--- src/rtl/fifo_wr_arbiter.sv ---
// Round-robin write-port arbiter in front of async_fifo. A requester keeps the
// grant for a whole packet, up to MAXBURST beats, so packets are never interleaved.

module fifo_wr_arbiter_lane #(
  parameter int IDW  = 2,
  parameter int LANE = 0
) (
  input  logic [IDW-1:0] sel,
  input  logic           req,
  input  logic           ok,
  output logic           ack
);
  assign ack = (sel == IDW'(LANE)) & req & ok;
endmodule

module fifo_wr_arbiter #(
  parameter int NREQ     = 4,
  parameter int DSIZE    = 8,
  parameter int MAXBURST = 4,
  localparam int IDW     = (NREQ > 1) ? $clog2(NREQ) : 1
) (
  input  logic                  wclk,
  input  logic                  wrst_n,
  input  logic [NREQ-1:0]       req,
  input  logic [NREQ-1:0]       req_last,
  input  logic [NREQ*DSIZE-1:0] req_data,
  output logic [NREQ-1:0]       ack,
  output logic                  winc,
  output logic [DSIZE-1:0]      wdata,
  input  logic                  wfull,
  output logic                  busy,
  output logic [IDW-1:0]        owner
);

  localparam int BW = $clog2(MAXBURST + 1);

  typedef enum logic {IDLE = 1'b0, LOCK = 1'b1} state_t;

  state_t          state_q, state_d;
  logic [IDW-1:0]  rr_ptr_q, rr_ptr_d;
  logic [IDW-1:0]  lock_id_q, lock_id_d;
  logic [BW-1:0]   beat_cnt_q, beat_cnt_d, beat_inc;
  logic [IDW-1:0]  sel, cidx;
  logic            found;
  logic            grant_ok;
  logic [NREQ-1:0] ack_w;
  int              cand;

  // Wraps at NREQ-1 rather than at 2**IDW so non-power-of-2 NREQ stays valid.
  function automatic logic [IDW-1:0] wrap_inc(input logic [IDW-1:0] x);
    return (x == IDW'(NREQ - 1)) ? '0 : x + 1'b1;
  endfunction

  always_ff @(posedge wclk or negedge wrst_n) begin
    if (!wrst_n) begin
      state_q    <= IDLE;
      rr_ptr_q   <= '0;
      lock_id_q  <= '0;
      beat_cnt_q <= '0;
    end else begin
      state_q    <= state_d;
      rr_ptr_q   <= rr_ptr_d;
      lock_id_q  <= lock_id_d;
      beat_cnt_q <= beat_cnt_d;
    end
  end

  // Selection: locked owner, else first requester at or after rr_ptr.
  always_comb begin
    sel   = rr_ptr_q;
    found = 1'b0;
    cand  = 0;
    cidx  = '0;
    if (state_q == LOCK) begin
      sel = lock_id_q;
    end else begin
      for (int k = 0; k < NREQ; k++) begin
        cand = int'(rr_ptr_q) + k;
        if (cand >= NREQ) cand = cand - NREQ;
        cidx = IDW'(cand);
        if (!found && req[cidx]) begin
          found = 1'b1;
          sel   = cidx;
        end
      end
    end
  end

  assign grant_ok = ~wfull & wrst_n;

  for (genvar i = 0; i < NREQ; i++) begin : g_lane
    fifo_wr_arbiter_lane #(.IDW(IDW), .LANE(i)) u_lane (
      .sel (sel),
      .req (req[i]),
      .ok  (grant_ok),
      .ack (ack_w[i])
    );
  end

  always_comb begin
    state_d    = state_q;
    rr_ptr_d   = rr_ptr_q;
    lock_id_d  = lock_id_q;
    beat_cnt_d = beat_cnt_q;
    beat_inc   = beat_cnt_q + 1'b1;
    case (state_q)
      IDLE: begin
        if (|ack_w) begin
          if (req_last[sel] || MAXBURST == 1) begin
            rr_ptr_d = wrap_inc(sel);
          end else begin
            state_d    = LOCK;
            lock_id_d  = sel;
            beat_cnt_d = BW'(1);
          end
        end
      end
      LOCK: begin
        if (|ack_w) begin
          if (req_last[lock_id_q] || beat_inc == BW'(MAXBURST)) begin
            state_d    = IDLE;
            rr_ptr_d   = wrap_inc(lock_id_q);
            beat_cnt_d = '0;
          end else begin
            beat_cnt_d = beat_inc;
          end
        end
      end
      default: state_d = IDLE;
    endcase
  end

  always_comb begin
    ack   = ack_w;
    winc  = |ack_w;
    wdata = req_data[sel*DSIZE +: DSIZE];
    owner = sel;
    busy  = (state_q == LOCK);
  end

endmodule

--- config.mk ---
export PLATFORM = sky130hd
export DESIGN_NAME = fifo_wr_arbiter
export DESIGN_NICKNAME = d
export VERILOG_FILES = /design/src/rtl/fifo_wr_arbiter.sv
export SDC_FILE = /design/constraint.sdc
export NUM_CORES = 1
export LEC_CHECK = 0
export CAP_MARGIN = 10
export CORE_UTILIZATION = 35
export DETAILED_ROUTE_END_ITERATION = 7
export GPL_ROUTABILITY_DRIVEN = 1
export HOLD_SLACK_MARGIN = 0.1
export PLACE_DENSITY = 0.76
export SLEW_MARGIN = 20
export SYNTH_ARGS = -nofsm -noshare
export SYNTH_HDL_FRONTEND = slang
export SYNTH_SLANG_ARGS = --single-unit
--- constraint.sdc ---
create_clock -name wclk -period 2.6 [get_ports wclk]
set_input_delay 0.52 -clock wclk [delete_from_list [all_inputs] [get_ports wclk]]
set_output_delay 0.52 -clock wclk [all_outputs]
set_load 0.05 [all_outputs]
== Yosys cells after proc, flatten, opt, wreduce, memory -nomap -nowiden ==
Index checks and enable logic that the tools add are counted.

* Bitwise gates (word level): 12
* Reductions and logical operators: 12
* Shift operators: 1
* Add/sub/neg operators: 10
* Mux-type cells: 48
* Equal/unequal tests: 10
* Order comparisons: 10

{| class="wikitable"
|+ Operator list
! cell !! count
|-
| 2-bit 2-to-1 mux || 19
|-
| 32-bit by 6-bit indexed part select with 8-bit output || 1
|-
| 2-bit by 3-bit < comparator with 1-bit output (second input constant) || 6
|-
| 1-bit 2-to-1 mux || 16
|-
| 1-bit binary-select mux with 2-bit select || 6
|-
| 3-bit 2-to-1 mux || 4
|-
| 1-bit bitwise AND || 9
|-
| 3-bit >= comparator (second input constant) || 3
|-
| 2-bit != test (second input constant) || 4
|-
| 2-bit by 1-bit subtractor with 2-bit output (second input constant) || 4
|-
| 2-bit by 2-bit adder with 3-bit output (second input constant) || 2
|-
| 2-bit equality test (second input constant) || 3
|-
| 3-bit case mux with 2 select lines || 1
|-
| 3-bit AND reduction || 2
|-
| 2-bit by 1-bit adder with 2-bit output (second input constant) || 2
|-
| 2-bit case mux with 2 select lines || 1
|-
| 4-bit AND reduction || 1
|-
| 4-bit OR reduction || 1
|-
| 2-bit by 1-bit adder with 3-bit output (second input constant) || 1
|-
| 3-bit by 1-bit adder with 3-bit output (second input constant) || 1
|-
| 3-bit equality test (second input constant) || 1
|-
| 2-bit by 3-bit >= comparator with 1-bit output (second input constant) || 1
|-
| 1-bit logical AND || 3
|-
| 1-bit zero test || 3
|-
| 6 further kinds || 8
|}

* Input port bits: 43
* Word-level logic and storage cells: 107
* Output and inout port bits: 16
* Register bits: 8

== Longest topological paths before layout ==
* Depth after elaboration: 25
* Mapped depth: 13
* Gate-level depth less buffers: 11

== Cells and area by module ==
From an unflattened synthesis, not the netlist that was laid out.

* Cell total of the unflattened synthesis: 115
* Area total of the unflattened synthesis: 1048.5 um^2

{| class="wikitable"
|+ Modules (own cells, without submodules)
! module !! area each (um^2) !! cells each !! times used !! seq. area each (um^2)
|-
| fifo_wr_arbiter || 1007.2 || 111 || 1 || 200.2
|-
| fifo_wr_arbiter_lane (g_lane[1].u_lane ...) || 10.0 || 1 || 2 || 0.0
|-
| fifo_wr_arbiter_lane (g_lane[0].u_lane) || 12.5 || 1 || 1 || 0.0
|-
| fifo_wr_arbiter_lane (g_lane[3].u_lane) || 8.8 || 1 || 1 || 0.0
|}

== Worst setup path before layout ==
OpenSTA, ideal clock, no wires.

* Kind: register to output
* Start point: register state_q, in the netlist busy
* End point: output port wdata[0]
* Slack: -0.692 ns
* Buffers on the path: 3
* Arrival: 2.772 ns
* Data required time: 2.080 ns
* Cell stages (with the launch flop): 8
* Cell sequence: dfrtp_1 -> clkbuf_1 -> o21ai_0 -> o32a_1 -> buf_2 -> buf_2 -> a211oi_1 -> a21oi_1

* Longest elaborated chain between the ends: 2

{| class="wikitable"
|+ RTL lines
! element !! RTL line !! RTL
|-
| start, declared || 39 || <nowiki>state_t state_q, state_d;</nowiki>
|-
| start signal, assigned || 61 || <nowiki>state_q <= state_d;</nowiki>
|-
| 2-bit 2-to-1 mux || 74 || <nowiki>if (state_q == LOCK) begin</nowiki>
|-
| named net owner[1] || 32 || <nowiki>output logic [IDW-1:0] owner</nowiki>
|-
| 32-bit by 6-bit indexed part select with 8-bit output || 136 || <nowiki>wdata = req_data[sel*DSIZE +: DSIZE];</nowiki>
|-
| end, declared || 29 || <nowiki>output logic [DSIZE-1:0] wdata,</nowiki>
|}

The timed path passes the listed nets, and every way through them passes these cells.

== Final worst setup path ==
* Start point: register rr_ptr_q[0]
* End point: output port winc

* Longest elaborated chain between the ends: 23
* Elaborated cells on any way between the ends: 57
* Classes of those cells: 7 x add/sub; 4 x order compare; 3 x eq/ne; 27 x mux; 8 x bitwise; 8 x reduce/logical

{| class="wikitable"
|+ RTL lines
! element !! RTL line !! RTL
|-
| start, declared || 40 || <nowiki>logic [IDW-1:0] rr_ptr_q, rr_ptr_d;</nowiki>
|-
| start signal, assigned || 62 || <nowiki>rr_ptr_q <= rr_ptr_d;</nowiki>
|-
| 2-bit by 3-bit >= comparator with 1-bit output or 2-bit by 1-bit subtractor with 2-bit output (tied branches) || 79 || <nowiki>if (cand >= NREQ) cand = cand - NREQ;</nowiki>
|-
| 2-bit 2-to-1 mux || 79 ||
|-
| 2-bit 2-to-1 mux || 74 ||
|-
| 1-bit binary-select mux with 2-bit select || 81 || <nowiki>if (!found && req[cidx]) begin</nowiki>
|-
| 1-bit 2-to-1 mux (not written as such) || 81 ||
|-
| 1-bit 2-to-1 mux || 81 ||
|-
| 1-bit 2-to-1 mux || 74 ||
|-
| 1-bit zero test || 81 ||
|-
| [6 not listed] || -- ||
|-
| 1-bit 2-to-1 mux || 74 ||
|-
| 1-bit zero test || 81 ||
|-
| 1-bit logical AND || 81 ||
|-
| 2-bit 2-to-1 mux * || 81 ||
|-
| 2-bit 2-to-1 mux * || 74 ||
|-
| 2-bit by 1-bit equality test with 1-bit output (tied with other cells) || 13 || <nowiki>assign ack = (sel == IDW'(LANE)) & req & ok;</nowiki>
|-
| 1-bit bitwise AND (2 in a row) || 13 ||
|-
| 4-bit OR reduction * || 135 || <nowiki>winc = |ack_w;</nowiki>
|-
| end, declared || 28 || <nowiki>output logic winc,</nowiki>
|}

Mark *: on every way between the ends. The rest lies on a longest branch, timed or not. The select of a mux whose other input is x is not followed.

==> impl_metrics.toml <==
[synth]
ys_seq_elements = 8
syn-instance-count = 124
synth_ff_type = "dfrtp_1"
synth_top_area_cell = "dfrtp_1"
yosysTopAreaCellShare_pct = 18.2
yosysMostFrequentCell = "a21oi_1"
ys_warn_count = 0
synth_area_mm2 = 0.00110
synth_cell_type_count = 41
ys_top_cells_by_area = "dfrtp_1 (18%), mux2i_1 (11%), mux2_4 (6.8%)"
synth-async-reset-ratio_pct = 100
yosysSeqAreaShare_pct = 18.2
synth_edf_count = 0
syn-mean-instance-area_um2 = 8.88
synth_nets = 171
synthTopCellsByCount = "a21oi_1 (13), mux2i_1 (12), nor2b_1 (11)"

[sta]
fin_worst_skew_ps = 12.4
fin_crit_ps = 2860
setup_slack_ps = -261
fin_crit_sh_pct = 110
holdWs_ps = 533
worst_pin_slew_ps = 489
max-slew-margin-rel_pct = 67.3
drv_slew = 0
tns_ps = -2720
rsz0062_at_grt = "yes"
hold_viol_final = 0
timing.fmax_ghz = 0.350
setup_viol = 20

[placement]
io_buffer_count = 58
dp_cells = 233
gp_congestion = 0.893
hpwl_um = 2820
placed_area_mm2 = 0.00201

[floorplan]
fp.dieH_um = 58.1
coreArea_mm2 = 0.00288
initial_utilization_pct = 38.3
std_cell_rows = 19
die_x_um = 58.1
die-area_mm2 = 0.00337
pin_count = 59

[pwr]
total_power_mw = 3.81
power_density_mw_per_mm2 = 1570
ir_worst_vdd_uv = 1190
leakage_nw = 1.01

[layout]
layout.nets = 260
antenna_cells = 0
fin_cells = 254
area_growth_pct = 120
drive_gt1_share_pct = 57.5
design_area_mm2 = 0.00243

[clock_tree]
ctsHoldBuffers = 0
cts.root.buffer_cell = "clkbuf_4"
clk_latency_ps = 260
clock-sinks = 8
cts_tree = "built"
path_clk_slew_ps = 50
clockBufferDepth = 2
htree_levels = 1
cts-buffers-inserted = 3

[worst_setup_path]
cp_top_family = "compound AO/OA/AOI/OAI gates"
start_kind = "flip-flop"
slowest_delay_ps = 420
worst-path-buf-inv = 1
cp-end-kind = "output port"
critPathKind = "reg2out"
cp_cell_sequence = "nand2b_4 -> a311oi_4 -> o32a_1 -> ha_2 -> nand2_2 -> and2_4 -> a21o_4 -> nor2_8 -> buf_12"
crit_arrival_ps = 2340
crit_fanout = 4
cp_slowest_cell = "dfrtp_1"
worstPathRequired_ps = 2080

[outcome]
violations = "setup timing"
status = "finished with violations"

[global_routing]
first_global_vias = 1343
track_usage_pct = 24.2
grt_max_degree = 18
grt_pass1_wl_um = 6270
overflow = 0
antenna_found_initial = 0

[drt]
wire_per_inst_um = 17.9
drc = 0
antenna_left = 0
firstDrtPassIters = 4
viasPerCell = 5.34
vias = 1356
drt_iter0_markers = 84
drt_wl_total_um = 4540

[worst_hold_path]
holdCritPathClass = "reg2reg"

[flow_run]
drv_cap = 0
## what timing repair did
item                       CTS  global route
setup endpoints to repair   23            21
pin swaps                    5             7
gates resized for setup     55            22
buffers inserted            11             5
cloned                       1             0
## logic make-up after synthesis
| group | count (synthesis) | synth area share (%) |
|---|---|---|
| muxes | 18 | 19.8 |
| adders and majority gates | 4 | 4.55 |
| DFF | 8 | 18.2 |
| buffers and inverters | 17 | 8.41 |
| AOI/OAI and AO/OA | 39 | 26.8 |
| xor gates and xnor gates | 1 | 0.796 |
| and+or+nand+nor | 37 | 21.5 |
## worst reg2reg max path, cell delays in order (launching register included)
cell	delay, ps
dfrtp_2	440
buf_4	170
nor3_4	190
a21oi_2	70
o32a_1	350
ha_2	200
nand2_2	80
and2_4	160
o311a_4	220
nor2_8	50
buf_4	130
buf_6	110
buf_4	130
nand3_4	80
mux2_4	300
## final timing paths
| path | start | end | slack [ps] | cells past startpoint |
|---|---|---|---|---|
| setup reg to reg | rr_ptr_q[1] | lock_id_q[0] | -190 | 14 |
| hold / removal | beat_cnt_q[2] | beat_cnt_q[2] | 530 | 1 |
| max in group asynchronous | wrst_n | rr_ptr_q[1] | 1820 | 2 |
| setup / recovery | rr_ptr_q[0] | winc | -260 | 9 |
| min in group asynchronous | wrst_n | beat_cnt_q[0] | 630 | 2 |
| hold reg to reg | beat_cnt_q[2] | beat_cnt_q[2] | 530 | 1 |
## metrics by stage
step	utilization, %	setup slack (ps)
after CTS	79.8	-190
after detailed placement	69.8	-601
after global placement	69.8	-566
after floorplan	-	-306
after global routing	84.4	-312
final	84.4	-261
## per-layer routing
layer  up-vias  GRT usage [%]  wire [um]
li1        628              -          -
met1       657           29.4       1770
met2        57           44.7       2460
met3        14           2.68        184
met4         0           6.80        130
met5         -              0          0
## registers in the layout, indices dropped and copies added (netlist names)
signal,flops
beat_cnt_q,3
lock_id_q,2
rr_ptr_q,2
busy,1
## where the power goes
part | total [mW] | internal [mW] | switching, mW | leakage [nW]
registers | 0.288 | 0.186 | 0.102 | 0.0920
logic | 3.42 | 1.70 | 1.72 | 0.904
clock network | 0.102 | 0.0588 | 0.0434 | 0.0150
## cell usage in the layout, fill, tap and decap left out, types with 4 or more instances in the layout
cell and count:
mux2i_1 10, dfrtp_1 6, a21oi_2 6, o21ai_1 4, a211oi_2 6, inv_1 5, mux2_4 5, nor2b_2 5
nor2_1 5, clkdlybuf4s50_1 39, buf_12 14, a21oi_4 5, buf_4 29, nor2b_1 5, buf_6 6
## final cells by class
class	instances	area (um^2)
Tap cell	42	52.6
Sequential cell	8	203
Inverter	7	33.8
Fill cell	145	449
Multi-Input combinational cell	99	1090
Timing Repair Buffer	94	1020
Clock buffer	4	26.3
Note: power is estimated with default switching activity, not from simulation.
